File: src/rtl/tpu_pkg.sv
// rtl/tpu_pkg.sv - shared types and constants for the TPU drain path
package tpu_pkg;

    localparam int TPU_SA_WIDTH     = 16;
    localparam int TPU_ACC_WIDTH    = 32;
    localparam int DRAIN_RD_LATENCY = 1;

    typedef enum logic [1:0] {
        IDLE,
        RUN,
        FLUSH,
        DONE
    } drain_state_e;

    typedef logic [TPU_ACC_WIDTH-1:0] tpu_row_t [TPU_SA_WIDTH];

endpackage

File: src/rtl/tpu_drain_fifo.sv
// rtl/tpu_drain_fifo.sv - synchronous row FIFO with a registered head
module tpu_drain_fifo #(
    parameter int WIDTH = 512,
    parameter int DEPTH = 2
) (
    input  logic                       clk,
    input  logic                       rst,
    input  logic                       push,
    input  logic [WIDTH-1:0]           push_data,
    input  logic                       pop,
    output logic [WIDTH-1:0]           head,
    output logic                       full,
    output logic                       empty,
    output logic [$clog2(DEPTH+1)-1:0] count
);

    localparam int PTR_W = (DEPTH > 1) ? $clog2(DEPTH) : 1;
    localparam int CNT_W = $clog2(DEPTH + 1);

    logic [WIDTH-1:0] mem [DEPTH];
    logic [PTR_W-1:0] wr_ptr;
    logic [PTR_W-1:0] rd_ptr;

    function automatic logic [PTR_W-1:0] ptr_inc(input logic [PTR_W-1:0] p);
        return (p == PTR_W'(DEPTH - 1)) ? '0 : p + 1'b1;
    endfunction

    assign full  = (count == CNT_W'(DEPTH));
    assign empty = (count == '0);

    always_ff @(posedge clk or posedge rst) begin
        if (rst) begin
            wr_ptr <= '0;
            rd_ptr <= '0;
            count  <= '0;
            head   <= '0;
            for (int i = 0; i < DEPTH; i++) begin
                mem[i] <= '0;
            end
        end else begin
            if (push) begin
                mem[wr_ptr] <= push_data;
                wr_ptr      <= ptr_inc(wr_ptr);
            end
            if (pop) begin
                rd_ptr <= ptr_inc(rd_ptr);
            end
            case ({push, pop})
                2'b10:   count <= count + 1'b1;
                2'b01:   count <= count - 1'b1;
                default: count <= count;
            endcase
            // Head follows the entry that will be at the read pointer next cycle.
            if (push && (empty || (count == CNT_W'(1) && pop))) begin
                head <= push_data;
            end else if (pop && count > CNT_W'(1)) begin
                head <= mem[ptr_inc(rd_ptr)];
            end
        end
    end

endmodule

File: src/rtl/tpu_output_drain.sv
// rtl/tpu_output_drain.sv - reads rows from the Output Buffer and streams them out
module tpu_output_drain
    import tpu_pkg::*;
#(
    parameter int ADDR_WIDTH           = 10,
    parameter int SYSTOLIC_ARRAY_WIDTH = 16,
    parameter int DATA_WIDTH_ACCUM     = 32,
    parameter int FIFO_DEPTH           = 2
) (
    input  logic                        clk,
    input  logic                        rst,
    input  logic                        start,
    input  logic [ADDR_WIDTH-1:0]       start_addr,
    input  logic [7:0]                  num_rows,
    output logic                        busy,
    output logic                        done,
    output logic [ADDR_WIDTH-1:0]       rd_addr_out,
    output logic                        rd_en_out,
    input  logic [DATA_WIDTH_ACCUM-1:0] rd_data_in [SYSTOLIC_ARRAY_WIDTH],
    output logic                        out_valid,
    input  logic                        out_ready,
    output logic [DATA_WIDTH_ACCUM-1:0] out_data [SYSTOLIC_ARRAY_WIDTH],
    output logic                        out_last
);

    localparam int ROW_W = SYSTOLIC_ARRAY_WIDTH * DATA_WIDTH_ACCUM;
    localparam int CNT_W = $clog2(FIFO_DEPTH + 1);
    localparam logic [CNT_W:0] DEPTH_V = (CNT_W + 1)'(FIFO_DEPTH);

    drain_state_e state;
    drain_state_e state_nx;

    logic [ADDR_WIDTH-1:0] addr_cnt;
    logic [7:0]            issue_cnt;
    logic [7:0]            pop_cnt;
    logic                  rd_pending;
    logic                  accept;
    logic                  pop;
    logic                  push;
    logic                  rd_en;
    logic [ROW_W-1:0]      rd_row;
    logic [ROW_W-1:0]      head_row;
    logic                  fifo_full;
    logic                  fifo_empty;
    logic [CNT_W-1:0]      fifo_count;
    logic [CNT_W:0]        credit_used;
    logic [CNT_W:0]        credit_limit;

    // DONE accepts a new command so back-to-back starts lose no cycle.
    assign accept    = start && (state == IDLE || state == DONE);
    assign out_valid = !fifo_empty;
    assign pop       = out_valid && out_ready;
    assign push      = rd_pending && (!fifo_full || pop);

    // Occupancy plus the read in flight, less this cycle's pop, must leave a free slot.
    assign credit_used  = {1'b0, fifo_count} + {{CNT_W{1'b0}}, rd_pending};
    assign credit_limit = DEPTH_V + {{CNT_W{1'b0}}, pop};
    assign rd_en        = (state == RUN) && (issue_cnt != 8'd0) && (credit_used < credit_limit);

    assign busy        = (state == RUN) || (state == FLUSH);
    assign done        = (state == DONE);
    assign rd_en_out   = rd_en;
    assign rd_addr_out = addr_cnt;
    assign out_last    = out_valid && (pop_cnt == 8'd1);

    always_comb begin
        state_nx = state;
        case (state)
            IDLE, DONE: begin
                if (accept) begin
                    state_nx = (num_rows != 8'd0) ? RUN : DONE;
                end else begin
                    state_nx = IDLE;
                end
            end
            RUN: begin
                if (rd_en && issue_cnt == 8'd1) begin
                    state_nx = FLUSH;
                end
            end
            FLUSH: begin
                if (pop && pop_cnt == 8'd1) begin
                    state_nx = DONE;
                end
            end
            default: state_nx = IDLE;
        endcase
    end

    always_ff @(posedge clk or posedge rst) begin
        if (rst) begin
            state      <= IDLE;
            addr_cnt   <= '0;
            issue_cnt  <= '0;
            pop_cnt    <= '0;
            rd_pending <= 1'b0;
        end else begin
            state      <= state_nx;
            rd_pending <= rd_en;
            if (accept) begin
                addr_cnt  <= start_addr;
                issue_cnt <= num_rows;
                pop_cnt   <= num_rows;
            end else begin
                if (rd_en) begin
                    addr_cnt  <= addr_cnt + 1'b1;
                    issue_cnt <= issue_cnt - 8'd1;
                end
                if (pop) begin
                    pop_cnt <= pop_cnt - 8'd1;
                end
            end
        end
    end

    always_comb begin
        rd_row = '0;
        for (int i = 0; i < SYSTOLIC_ARRAY_WIDTH; i++) begin
            rd_row[i*DATA_WIDTH_ACCUM +: DATA_WIDTH_ACCUM] = rd_data_in[i];
        end
    end

    for (genvar g = 0; g < SYSTOLIC_ARRAY_WIDTH; g++) begin : g_unpack
        assign out_data[g] = head_row[g*DATA_WIDTH_ACCUM +: DATA_WIDTH_ACCUM];
    end

    tpu_drain_fifo #(
        .WIDTH (ROW_W),
        .DEPTH (FIFO_DEPTH)
    ) u_fifo (
        .clk       (clk),
        .rst       (rst),
        .push      (push),
        .push_data (rd_row),
        .pop       (pop),
        .head      (head_row),
        .full      (fifo_full),
        .empty     (fifo_empty),
        .count     (fifo_count)
    );

endmodule
File: config.mk
export PLATFORM = sky130hd
export DESIGN_NAME = tpu_output_drain
export DESIGN_NICKNAME = d
export VERILOG_FILES = /design/src/rtl/tpu_pkg.sv /design/src/rtl/tpu_drain_fifo.sv /design/src/rtl/tpu_output_drain.sv
export SDC_FILE = /design/constraint.sdc
export NUM_CORES = 2
export LEC_CHECK = 0
export CAP_MARGIN = 20
export CELL_PAD_IN_SITES_DETAIL_PLACEMENT = 2
export CELL_PAD_IN_SITES_GLOBAL_PLACEMENT = 2
export CORE_MARGIN = 2
export CORE_UTILIZATION = 33
export DETAILED_ROUTE_END_ITERATION = 8
export GPL_ROUTABILITY_DRIVEN = 0
export GPL_TIMING_DRIVEN = 0
export MAX_ROUTING_LAYER = met4
export PLACE_DENSITY_LB_ADDON = 0.25
export SYNTH_ARGS = -nofsm -noshare
export SYNTH_HDL_FRONTEND = slang
export SYNTH_SLANG_ARGS = --single-unit
File: constraint.sdc
create_clock -name clk -period 54.1 [get_ports clk]
set_input_delay 10.82 -clock clk [delete_from_list [all_inputs] [get_ports clk]]
set_output_delay 10.82 -clock clk [all_outputs]
set_load 0.05 [all_outputs]
* After elaboration in Yosys (flattened, before gate mapping)
Cells that the tools add are included.
Word-level totals: flip-flop bits (word level) 1569, bits of input ports 534, output and inout bits 527, word-level logic and storage cells 88
Cells by class: add/sub/neg operators 9, magnitude comparators 5, equality and inequality tests 11, multiplexer cells 22, bitwise operators 2, reductions and logical operators 28
Operators with widths (count):
- $mux W512 | 6
- $bwmux W1024 | 1
- $demux W512 S1 | 1
- $mux W8 | 4
- $mux W10 | 2
- $eq A8 B1 Y1 const B | 2
- $reduce_bool A8 Y1 | 2
- $sub A8 B1 Y8 const B | 2
- $logic_and A1 B1 Y1 | 12
- $add A10 B1 Y10 const B | 1
- $eq A2 B2 Y1 const B | 4
- $mux W2 | 4
- $reduce_bool A2 Y1 | 4
- $eq A2 B1 Y1 const B | 3
- $pmux W2 S3 | 1
- $ge A2 B2 Y1 const B | 2
- $logic_not A2 Y1 | 2
- $logic_or A1 B1 Y1 | 4
- $ne A2 B1 Y1 const B | 2
- $not A1 Y2 | 2
- $pmux W2 S2 | 1
- $add A2 B1 Y3 | 1
- $add A2 B1 Y3 const A | 1
- $lt A3 B3 Y1 | 1
- 9 further kinds | 12

* Logic depth before layout (Yosys ltp)
depth after elaboration 9, mapped depth 10, depth with buffers taken out 7

* Hierarchy
From an unflattened synthesis, not the netlist that was laid out.
Unflattened totals: cells, all modules 5961, area, all modules 72854.9 µm²
By module, submodules not included:
- tpu_drain_fifo | instances 1, cells each 5775, area each 71127.0 µm²
- tpu_output_drain | instances 1, cells each 186, area each 1727.9 µm²

* Least setup slack after synthesis
OpenSTA, ideal clock, no wires.
path kind in2out, start input port out_ready, end output port rd_en_out, arrival 11.984 ns, required time 43.280 ns, slack 31.296 ns, stages 5, buffers on the path 1, path through nor4b_2 > o21ai_2 > buf_6 > or2_2 > inv_1
On the way: longest elaborated chain between the ends 4
RTL lines:
- start: declaration | line tpu_output_drain.sv:21 | input logic out_ready,
- $logic_and A1 B1 Y1 | line tpu_output_drain.sv:52 | assign pop = out_valid && out_ready;
- $add A2 B1 Y3 | line tpu_output_drain.sv:57 | assign credit_limit = DEPTH_V + {{CNT_W{1'b0}}, pop};
- $lt A3 B3 Y1 | line tpu_output_drain.sv:58 | assign rd_en = (state == RUN) && (issue_cnt != 8'd0) && (credit_used < credit_limit);
- $logic_and A1 B1 Y1 | line tpu_output_drain.sv:58
- end: declaration | line tpu_output_drain.sv:18 | output logic rd_en_out,
No other way between the ends.

* Worst setup path in the final report
Ends and elaborated chain as after synthesis.

==> qor.yml <==
run_status:
  status: "finished, final reports clean"
power_and_ir_drop:
  p_leak_nw: 37.5
  peakVddDrop_uv: 38.7
  power_density_nw_per_um2: 71.8
  power.total_mw: 6.43
routing:
  wl_mm: 271
  antenna_left: 0
  drt_iter0_markers: 2307
  drc: 0
  wl_per_cell_um: 27.1
  viasPerCell: 5.17
  firstDrtPassIters: 7
  num_vias: 51600
clock_network:
  root_buffer: "clkbuf_16"
  postCtsSetupBuffers: 0
  cts_hold_buf: 0
  cts_tree: "built"
  clkTransAtPathRegs_ns: 0.05
  ctsLongestPathBuffers: 3
  clock_sink_count: 1569
  htree_num_levels: 4
  worstSkewPairLatency_ns: 0.82
  cts_buffers: 182
  cts-resized-gates: 0
global_route:
  use_met1: 0.297
  grt.overflow.total: 0
  grt_pass1_vias: 58800
  grtUsageMet3: 0.0555
  grt-busiest-layer: "met2"
  grt_usage: 0.262
  use_met2: 0.439
  grt_antenna_before_repair: 109
  grt_pass1_wl_mm: 401
  grt_start_max_net_pins: 43
timing:
  period_share: 0.453
  drv_slew: 0
  fin_crit_ns: 24.48
  rsz0062_at_grt: "false"
  fin_worst_skew_ns: 0.0620
  relSlewSlack: 0.288
  worst_pin_slew_ns: 1.07
  max_freq_ghz: 0.0408
  finalHoldViolCount: 0
  whs_ns: 0.501
  finalSetupViolations: 0
  fin_tns_setup_ns: 0
yosys:
  synthesis.nets: 6294
  async_reset_ff_frac: 1.00
  synth_cell_types: 48
  post_synth.cell_area_avg_um2: 11.9
  synth_area_um2: 68100
  synth-edff-count: 0
  synth_warnings: 0
  ys.flop_type: "dfrtp_1"
  ys_ff_latch: 1569
  syn_inst: 5745
  ys_seq_area_frac: 0.576
setup_path:
  cp_max_fo: 10
  critPathRequiredTime_ns: 43.28
  startpoint_type: "primary input"
  crit_type: "in -> out"
  critPathCaptureType: "output port"
  crit_arrival_ns: 13.66
final_layout:
  final_cell_count_no_fill: 9978
  syn2layout_area_growth_pct: 31.4
  layout.cells.most_common: "dfrtp_1"
  layout_common_cells: "1569 x dfrtp_1, 1060 x clkdlybuf4s50_1, 1037 x nand2_1"
  nNetsFinal: 7592
  finalInstanceArea_um2: 89500
  n_fill_cell: 20900
  layout-drive-gt1-share: 0.228
hold_path:
  min_path_type: "reg -> reg"
placed_design:
  io_buffer_count: 1060
  place_area_um2: 83100
  hpwl_mm: 199
  dpl.cell_count: 9545
die:
  die_h_um: 458
  pin_count: 1061
  row_count: 166
  initial_core_util: 0.333
  dieArea_um2: 210000
  core-area_um2: 205000
  die_x_um: 458
flow_run:
  max_cap_viol_count: 0
-- flip-flops by register name, indices dropped and copies added, names as in the netlist, 2 cells and up --
| name | count |
|---|---|
| pop_cnt | 8 |
| u_fifo.count | 2 |
| state | 2 |
| issue_cnt | 8 |
| u_fifo.mem | 1024 |
| u_fifo.head | 512 |
| rd_addr_out | 10 |
-- final timing paths --
check                           startpoint  depth (start not counted)               end  slack [ns]
setup reg to reg           u_fifo.count[1]                         10  u_fifo.head[342]       50.08
hold reg to reg            u_fifo.mem[472]                          1   u_fifo.mem[472]        0.50
hold / removal             u_fifo.mem[472]                          1   u_fifo.mem[472]        0.50
setup / recovery                 out_ready                          7         rd_en_out       29.62
max in group asynchronous              rst                         14   u_fifo.mem[901]       39.99
min in group asynchronous              rst                          2   u_fifo.mem[269]       10.47
-- per-stage QoR --
step           worst slack, ns   util
5_1_grt                  29.57  0.437
6_report                 29.62  0.437
3_5_place_dp             29.62  0.406
2_1_floorplan            21.54      -
4_1_cts                  29.62  0.436
3_3_place_gp             11.08  0.401
-- logic make-up after synthesis --
| kind of cell | after synthesis | synth area share |
|---|---|---|
| flops | 1569 | 0.576 |
| mux | 1538 | 0.245 |
| simple gates | 1107 | 0.0633 |
| compound gates | 1082 | 0.0810 |
| buf+inv | 424 | 0.0304 |
| fa+ha+maj | 15 | 0.00276 |
| xor+xnor | 10 | 0.00129 |
-- power by group --
group	total, mW	switching, mW	internal, mW
sequential	2.14	0.348	1.79
clock	1.26	0.524	0.738
combinational	3.03	1.86	1.17
-- area by class of cell --
class | count | area (µm²) | share of cell area
Sequential cell | 1569 | 39300 | 0.439
Multi-Input combinational cell | 3752 | 26800 | 0.299
Timing Repair Buffer | 1114 | 11700 | 0.130
Clock buffer | 281 | 5510 | 0.0615
Tap cell | 2688 | 3360 | 0.0376
Buffer | 407 | 2010 | 0.0224
Clock inverter | 51 | 603 | 0.00674
Antenna cell | 99 | 248 | 0.00277
Inverter | 17 | 67.6 | 0.000755
-- worst max-delay path, stage by stage --
cell and delay [ns]:
clkdlybuf4s50_1 0.61, nor4b_2 0.45, o21ai_2 0.26, buf_6 0.20
or2_2 0.32, inv_1 0.16, clkdlybuf4s50_1 0.83
-- metal layers --
layer,wire length [µm],vias to the layer above
met2,138000,1043
met3,12500,455
met1,107000,27400
met4,13700,0
met5,0,-
li1,-,22700
-- synth_stat cells, types with 2 or more instances --
| cell type | n | area [µm²] |
|---|---|---|
| dfrtp_1 | 1569 | 39300 |
| nand2_1 | 1037 | 3890 |
| o21ai_0 | 1033 | 5170 |
| mux2_2 | 1024 | 11500 |
| mux2i_1 | 514 | 5140 |
| buf_2 | 202 | 1010 |
| clkbuf_1 | 138 | 518 |
| buf_4 | 58 | 435 |
| nor2_1 | 22 | 82.6 |
| a31oi_1 | 17 | 106 |
| inv_1 | 17 | 63.8 |
| ha_1 | 15 | 188 |
| o31ai_1 | 12 | 90.1 |
| or4_1 | 12 | 90.1 |
| buf_1 | 8 | 30.0 |
| a21oi_1 | 6 | 30.0 |
| nand3_1 | 6 | 30.0 |
| xnor2_1 | 5 | 43.8 |
| xor2_1 | 5 | 43.8 |
| or3_1 | 4 | 25.0 |
| nor2b_1 | 3 | 18.8 |
| nor3_1 | 3 | 15.0 |
| o2111ai_1 | 3 | 26.3 |
| o211ai_1 | 3 | 22.5 |
| and4_1 | 2 | 17.5 |
| nand2b_1 | 2 | 12.5 |
| nand3b_1 | 2 | 15.0 |
| nand4_1 | 2 | 12.5 |
| nor4_1 | 2 | 12.5 |
(Power assumes the default switching activity.)
